File: config.mk
export PLATFORM = sky130hd
export DESIGN_NAME = energy_compress_calc_mc
export DESIGN_NICKNAME = d
export VERILOG_FILES = /design/src/rtl/energy_compress_calc_mc.sv
export SDC_FILE = /design/constraint.sdc
export NUM_CORES = 1
export LEC_CHECK = 0
export ABC_CLOCK_PERIOD_IN_PS = 6390
export BUFFER_PORTS_ARGS = -buffer_cell sky130_fd_sc_hd__buf_2
export CORE_MARGIN = 2
export CORE_UTILIZATION = 30
export CTS_CLUSTER_DIAMETER = 80
export DETAILED_ROUTE_END_ITERATION = 8
export PLACE_DENSITY = 0.48
export SYNTH_ARGS = -nofsm -noshare
export SYNTH_HDL_FRONTEND = slang
export SYNTH_SLANG_ARGS = --single-unit
File: constraint.sdc
create_clock -name aclk -period 6.39 [get_ports aclk]
set_input_delay 1.278 -clock aclk [delete_from_list [all_inputs] [get_ports aclk]]
set_output_delay 1.278 -clock aclk [all_outputs]
set_load 0.02 [all_outputs]
File: src/rtl/energy_compress_calc_mc.sv
// Multi-channel compressor gain calculator: per-channel frame energy accumulation, sequential divide, dual AXIS output.
// Optional SAT_OUT_EN macro: saturate a/b to OUT_W bits instead of truncating.
module energy_compress_calc_mc #(
  parameter int ENRGY_W = 40,
  parameter int SUM_W   = 64,
  parameter int OUT_W   = 32,
  parameter int NUM_CH  = 2,
  parameter int CNT_W   = 25,
  parameter int CH_W    = (NUM_CH > 1) ? $clog2(NUM_CH) : 1
) (
  input  logic               aclk,
  input  logic               aresetn,
  input  logic [31:0]        thresh,
  input  logic [15:0]        ratio,
  input  logic [CNT_W-1:0]   num_fft_pts,
  input  logic [ENRGY_W-1:0] s_axis_tdata,
  input  logic [CH_W-1:0]    s_axis_tid,
  input  logic               s_axis_tvalid,
  output logic               s_axis_tready,
  output logic [OUT_W-1:0]   m_axis_a_tdata,
  output logic [CH_W-1:0]    m_axis_a_tid,
  output logic               m_axis_a_tvalid,
  input  logic               m_axis_a_tready,
  output logic [OUT_W-1:0]   m_axis_b_tdata,
  output logic [CH_W-1:0]    m_axis_b_tid,
  output logic               m_axis_b_tvalid,
  input  logic               m_axis_b_tready
);

  localparam int DC_W = $clog2(SUM_W + 1);
  localparam logic [CH_W:0] NUM_CH_V = NUM_CH[CH_W:0];

  typedef enum logic [1:0] {IDLE = 2'd0, DIV = 2'd1, OUT = 2'd2} state_t;

  state_t             state_r, state_nx;
  logic [SUM_W-1:0]   sum_r [NUM_CH];
  logic [CNT_W-1:0]   cnt_r [NUM_CH];
  logic [SUM_W-1:0]   total_r, quo_r, rem_r;
  logic [31:0]        thresh_r;
  logic [15:0]        divisor_r;
  logic [CH_W-1:0]    ch_r;
  logic [DC_W-1:0]    div_cnt_r;
  logic               tready_r;
  logic               a_valid_r, b_valid_r;
  logic [OUT_W-1:0]   a_data_r, b_data_r;
  logic [CH_W-1:0]    a_tid_r, b_tid_r;

  logic [CNT_W-1:0]   n_m1_s;
  logic               ch_ok_s, accept_s, close_s;
  logic [SUM_W-1:0]   cur_sum_s, total_nx_s, dividend_s;
  logic [CNT_W-1:0]   cur_cnt_s;
  logic [SUM_W:0]     rem_sh_s, diff_s;
  logic [SUM_W+1:0]   thr_ext_s, a_sum_s, a_full_s;
  logic               compress_s;

  // Reduce a wide result to OUT_W bits, saturating when the option is built in.
  function automatic logic [OUT_W-1:0] reduce_out(input logic [SUM_W+1:0] v);
`ifdef SAT_OUT_EN
    if (v >= ((SUM_W+2)'(1) << OUT_W)) begin
      return {OUT_W{1'b1}};
    end else begin
      return OUT_W'(v);
    end
`else
    return OUT_W'(v);
`endif
  endfunction

  // Input beat decode, frame-close detection and divide datapath.
  always_comb begin
    n_m1_s     = (num_fft_pts == {CNT_W{1'b0}}) ? {CNT_W{1'b0}} : (num_fft_pts - CNT_W'(1));
    ch_ok_s    = ({1'b0, s_axis_tid} < NUM_CH_V);
    cur_sum_s  = {SUM_W{1'b0}};
    cur_cnt_s  = {CNT_W{1'b0}};
    if (ch_ok_s) begin
      cur_sum_s = sum_r[s_axis_tid];
      cur_cnt_s = cnt_r[s_axis_tid];
    end else begin
      cur_sum_s = {SUM_W{1'b0}};
      cur_cnt_s = {CNT_W{1'b0}};
    end
    accept_s   = s_axis_tvalid & tready_r & ch_ok_s;
    close_s    = accept_s & (cur_cnt_s >= n_m1_s);
    total_nx_s = cur_sum_s + {{(SUM_W-ENRGY_W){1'b0}}, s_axis_tdata};
    dividend_s = total_nx_s - {{(SUM_W-32){thresh[31]}}, thresh};
    rem_sh_s   = {rem_r, quo_r[SUM_W-1]};
    diff_s     = rem_sh_s - {{(SUM_W+1-16){1'b0}}, divisor_r};
    thr_ext_s  = {{(SUM_W+2-32){thresh_r[31]}}, thresh_r};
    compress_s = $signed({2'b00, total_r}) > $signed(thr_ext_s);
    a_sum_s    = {2'b00, quo_r} + thr_ext_s;
    if (!compress_s) begin
      a_full_s = {2'b00, total_r};
    end else if (a_sum_s[SUM_W+1]) begin
      a_full_s = {(SUM_W+2){1'b0}};
    end else begin
      a_full_s = a_sum_s;
    end
  end

  // Next-state logic.
  always_comb begin
    state_nx = state_r;
    case (state_r)
      IDLE: begin
        if (close_s) state_nx = DIV;
        else         state_nx = IDLE;
      end
      DIV: begin
        if (div_cnt_r == DC_W'(SUM_W)) state_nx = OUT;
        else                           state_nx = DIV;
      end
      OUT: begin
        if ((!a_valid_r || m_axis_a_tready) && (!b_valid_r || m_axis_b_tready)) state_nx = IDLE;
        else                                                                   state_nx = OUT;
      end
      default: state_nx = IDLE;
    endcase
  end

  // State, accumulators, divider and output registers.
  always_ff @(posedge aclk or negedge aresetn) begin
    if (!aresetn) begin
      state_r   <= IDLE;
      tready_r  <= 1'b0;
      for (int i = 0; i < NUM_CH; i++) begin
        sum_r[i] <= {SUM_W{1'b0}};
        cnt_r[i] <= {CNT_W{1'b0}};
      end
      total_r   <= {SUM_W{1'b0}};
      quo_r     <= {SUM_W{1'b0}};
      rem_r     <= {SUM_W{1'b0}};
      thresh_r  <= 32'd0;
      divisor_r <= 16'd1;
      ch_r      <= {CH_W{1'b0}};
      div_cnt_r <= {DC_W{1'b0}};
      a_valid_r <= 1'b0;
      b_valid_r <= 1'b0;
      a_data_r  <= {OUT_W{1'b0}};
      b_data_r  <= {OUT_W{1'b0}};
      a_tid_r   <= {CH_W{1'b0}};
      b_tid_r   <= {CH_W{1'b0}};
    end else begin
      state_r  <= state_nx;
      tready_r <= (state_nx == IDLE);
      case (state_r)
        IDLE: begin
          if (close_s) begin
            total_r              <= total_nx_s;
            quo_r                <= dividend_s;
            rem_r                <= {SUM_W{1'b0}};
            thresh_r             <= thresh;
            divisor_r            <= (ratio == 16'd0) ? 16'd1 : ratio;
            ch_r                 <= s_axis_tid;
            div_cnt_r            <= {DC_W{1'b0}};
            sum_r[s_axis_tid]    <= {SUM_W{1'b0}};
            cnt_r[s_axis_tid]    <= {CNT_W{1'b0}};
          end else if (accept_s) begin
            sum_r[s_axis_tid]    <= total_nx_s;
            cnt_r[s_axis_tid]    <= cur_cnt_s + CNT_W'(1);
          end
        end
        DIV: begin
          // Final cycle after SUM_W quotient steps: resolve compress/bypass and present outputs.
          if (div_cnt_r == DC_W'(SUM_W)) begin
            a_data_r  <= reduce_out(a_full_s);
            b_data_r  <= reduce_out({2'b00, total_r});
            a_tid_r   <= ch_r;
            b_tid_r   <= ch_r;
            a_valid_r <= 1'b1;
            b_valid_r <= 1'b1;
          end else begin
            if (!diff_s[SUM_W]) begin
              rem_r <= diff_s[SUM_W-1:0];
              quo_r <= {quo_r[SUM_W-2:0], 1'b1};
            end else begin
              rem_r <= rem_sh_s[SUM_W-1:0];
              quo_r <= {quo_r[SUM_W-2:0], 1'b0};
            end
            div_cnt_r <= div_cnt_r + DC_W'(1);
          end
        end
        OUT: begin
          if (a_valid_r && m_axis_a_tready) a_valid_r <= 1'b0;
          if (b_valid_r && m_axis_b_tready) b_valid_r <= 1'b0;
        end
        default: ;
      endcase
    end
  end

  assign s_axis_tready   = tready_r;
  assign m_axis_a_tdata  = a_data_r;
  assign m_axis_a_tid    = a_tid_r;
  assign m_axis_a_tvalid = a_valid_r;
  assign m_axis_b_tdata  = b_data_r;
  assign m_axis_b_tid    = b_tid_r;
  assign m_axis_b_tvalid = b_valid_r;

endmodule
==> flow_summary.toml <==
[status]
outcome = "finished, final reports clean"

[clocking]
root_buffer = "clkbuf_16"
clk_latency_ns = 0.66
h-tree-depth = 2
cts-buffers-inserted = 60
clock-sinks = 496
cts_tree = "yes"
clockBufferDepth = 3
path_clk_slew_ns = 0.06

[hold_path]
holdPathStages = 2
min_path_type = "reg2reg"
hold_start = "sum_r[21]$_DFFE_PN0P_"
min_to = "sum_r[21]$_DFFE_PN0P_"

[route]
drt.antenna.violating_nets = 0
first_pass_iters = 5
routedWlPerCell_um = 19.0
via_count = 31200
viasPerCell = 5.11
route.detailed.drc = 0
wirelength_um = 116000
drtIter0Drc = 1960

[logic_synthesis]
synth_ff_type = "dfrtp_1"
async_flop_share_pct = 100
synth_area_leaders = "dfrtp_1 36%, ha_1 10%, nand2_1 7.6%, o21ai_0 5.6%, a21oi_1 3.4%"
synth_top_area_cell = "dfrtp_1"
synth_edf_count = 0
yosysUniqueCellTypes = 83
yosys_warnings = 0
netlist_area_um2 = 34200
yosysSeqAreaShare_pct = 36.3
yosys.area.top_type_share_pct = 36.2
syn-num-nets = 4420
synthCells = 4020
ys_seq_elements = 496
synth_area_per_cell_um2 = 8.52

[floorplan]
start_util_pct = 30.3
dieArea_um2 = 117000
fp.coreArea_um2 = 113000
num_io_pins = 188
die_h_um = 342
fp.dieW_um = 342
rows = 123

[pwr]
ir_worst_vdd_mv = 0.288
powerDensity_nw_per_um2 = 399
p_leak_nw = 21.0

[sta]
post-route-min-period_ns = 6.10
fin_skew_ns = 0.0290
tightest_slew_ns = 1.24
hold_viol_final = 0
finalCritPeriodShare_pct = 95.4
finalMaxSlewViolations = 0
maxSlewHeadroom_pct = 14.9
worst_slack_ns = 0.294
rsz0062_at_grt = "false"
max_freq_mhz = 164
setup_viol = 0

[placement]
routabilityCongestion = 0.887
placed_area_um2 = 40600
port_buffers = 187
place_ws_ns = -0.496
dp_hpwl_um = 88800
dp_cells = 5993

[worst_setup_path]
crit_required_ns = 6.96
r2r_start = "sum_r[1]$_DFFE_PN0P_"
critical_path_peak_fanout = 24
path_class = "in2reg"
cp.arrival_ns = 6.66
r2r_cells = 23
cp-start-kind = "input pin"
reg2reg_slack_ns = 0.87
end_kind = "register"
r2r_end = "quo_r[62]$_DFFE_PN0P_"

[global_routing]
antenna_found_initial = 1
grt_overflow = 0
grt_util_all_layers_pct = 19.6
grt_pass1_wl_um = 180000
grt_pass1_vias = 30400
grt_max_degree = 111

[cells_and_area]
area_delta_synth_final_pct = 25.2
stdcell_count = 6109
nets = 4957
antenna_cells = 0
stdcell_area_um2 = 42900
n_fill_cell = 11600
drive_gt1_share_pct = 20.5

[flow_run]
maxCapViolCount = 0
==> critical path, stage by stage <==
cell and delay [ns]:
buf_12 0.17, buf_4 0.15, mux2_2 0.35, ha_4 0.28, a21o_1 0.17, a31oi_1 0.07
a211oi_1 0.28, buf_4 0.17, o211a_1 0.18, a41oi_2 0.14, o41ai_1 0.55, buf_4 0.22
xor2_1 0.27, inv_1 0.08, ha_1 0.29, a21o_1 0.20, a21o_1 0.18, a21o_1 0.20
nand2b_1 0.15, o31a_1 0.34, a31o_4 0.25, a41oi_2 0.18, mux2_2 0.34, o21ai_0 0.13
==> worst max path at each step <==
stage               startpoint               endpoint  slack, ns  cells after the start
floorplan           s_axis_tid  quo_r[62]$_DFFE_PN0P_      -0.87                     33
global placement    s_axis_tid  quo_r[62]$_DFFE_PN0P_      -0.46                     24
detailed placement  s_axis_tid  quo_r[62]$_DFFE_PN0P_      -0.50                     23
CTS                 s_axis_tid  quo_r[62]$_DFFE_PN0P_       0.19                     23
global route        s_axis_tid  quo_r[62]$_DFFE_PN0P_       0.01                     25
finish              s_axis_tid  quo_r[62]$_DFFE_PN0P_       0.29                     24
==> through the flow <==
step | power, mW | util, % | hold WS [ns] | setup TNS, ns
3_3_place_gp | 13.2 | 36.0 | 0.453 | -4.94
6_report | 17.1 | 38.0 | 0.466 | 0
3_5_place_dp | 13.2 | 36.0 | 0.458 | -6.37
4_1_cts | 17.1 | 38.0 | 0.473 | 0
2_1_floorplan | 8.41 | - | 0.433 | -10.56
5_1_grt | 18.2 | 38.0 | 0.484 | 0
==> power breakdown <==
group	leakage, nW	switching, mW	total, mW	internal (mW)
clock	1.08	1.49	3.85	2.35
combinational	13.8	5.17	9.65	4.48
sequential	6.12	0.183	3.61	3.43
total	21.0	6.85	17.1	10.3
==> sequential cells by signal (all words and copies together), names as in the netlist <==
| register | cells |
|---|---|
| m_axis_b_tid | 1 |
| m_axis_b_tdata | 32 |
| cnt_r | 50 |
| ch_r | 1 |
| thresh_r | 32 |
| m_axis_b_tvalid | 1 |
| divisor_r | 16 |
| m_axis_a_tdata | 32 |
| quo_r | 64 |
| state_r | 2 |
| div_cnt_r | 7 |
| m_axis_a_tvalid | 1 |
| s_axis_tready | 1 |
| total_r | 64 |
| rem_r | 64 |
| sum_r | 128 |
==> cells in the mapped netlist, drive strengths merged (9+ instances only) <==
cell and count:
a211oi 24, a21o 110, a21oi 233, a221o 19, a221oi 9, a22o 18, a22oi 52, a2bb2oi 26
a31oi 34, a32oi 10, a41oi 11, and2 13, and3 20, buf 32, clkbuf 158, dfrtp 495
ha 277, inv 179, mux2 67, mux2i 32, nand2 697, nand2b 35, nand3 117, nand3b 13
nand4 59, nor2 204, nor2b 39, nor3 66, nor4 32, nor4b 10, o211ai 18, o21a 18
o21ai 391, o21bai 23, o221ai 11, o31a 12, o31ai 61, or2 18, or3 27, or4 13
xnor2 107, xor2 122
==> kinds of logic after synthesis <==
kind of cell	after synthesis	share of synthesized area [%]
adder cells (fa/ha/maj)	281	10.4
buffers and inverters	369	4.13
flip-flops	496	36.3
AND/OR/NAND/NOR	1390	18.7
multiplexers	99	3.14
AO/OA/AOI/OAI	1155	21.5
XOR/XNOR	230	5.92
==> layout make-up <==
class                      count  area, µm²  area share [%]
sequential                   496      12400            29.0
tap                         1500       1880            4.38
clock buffer                  91       1850            4.32
inverter                     179        672            1.57
timing repair buffer         665       4740            11.1
clock inverter                23        369           0.861
multi-input combinational   3155      20900            48.9
==> what timing repair did <==
item | CTS | global route
hold buffers | 0 | 0
setup endpoints to repair | 0 | 8
endpoints found under the hold margin | 0 | 0
buffers inserted | 0 | 2
resized for setup | 0 | 5
==> routing by layer <==
layer	global-route usage, %	wire length, µm
met3	3.02	5390
met4	4.10	2130
met2	30.0	50100
met5	0	0
met1	28.9	58400
==> cells in the final DEF, fill, tap and decap left out, types with 33 or more instances in the layout <==
cell type	count
xor2_1	121
nor2_1	200
a22oi_1	52
mux2_2	64
nor3_1	65
nand3_1	115
nand4_1	59
ha_1	261
a31oi_1	34
a21o_1	110
nand2b_1	33
clkbuf_16	62
xnor2_1	105
buf_2	185
nand2_1	691
o31ai_1	61
buf_4	463
inv_1	178
o21ai_0	364
a21oi_1	222
nor2b_1	39
dfrtp_1	495
Note: power is estimated with default switching activity, not from simulation.
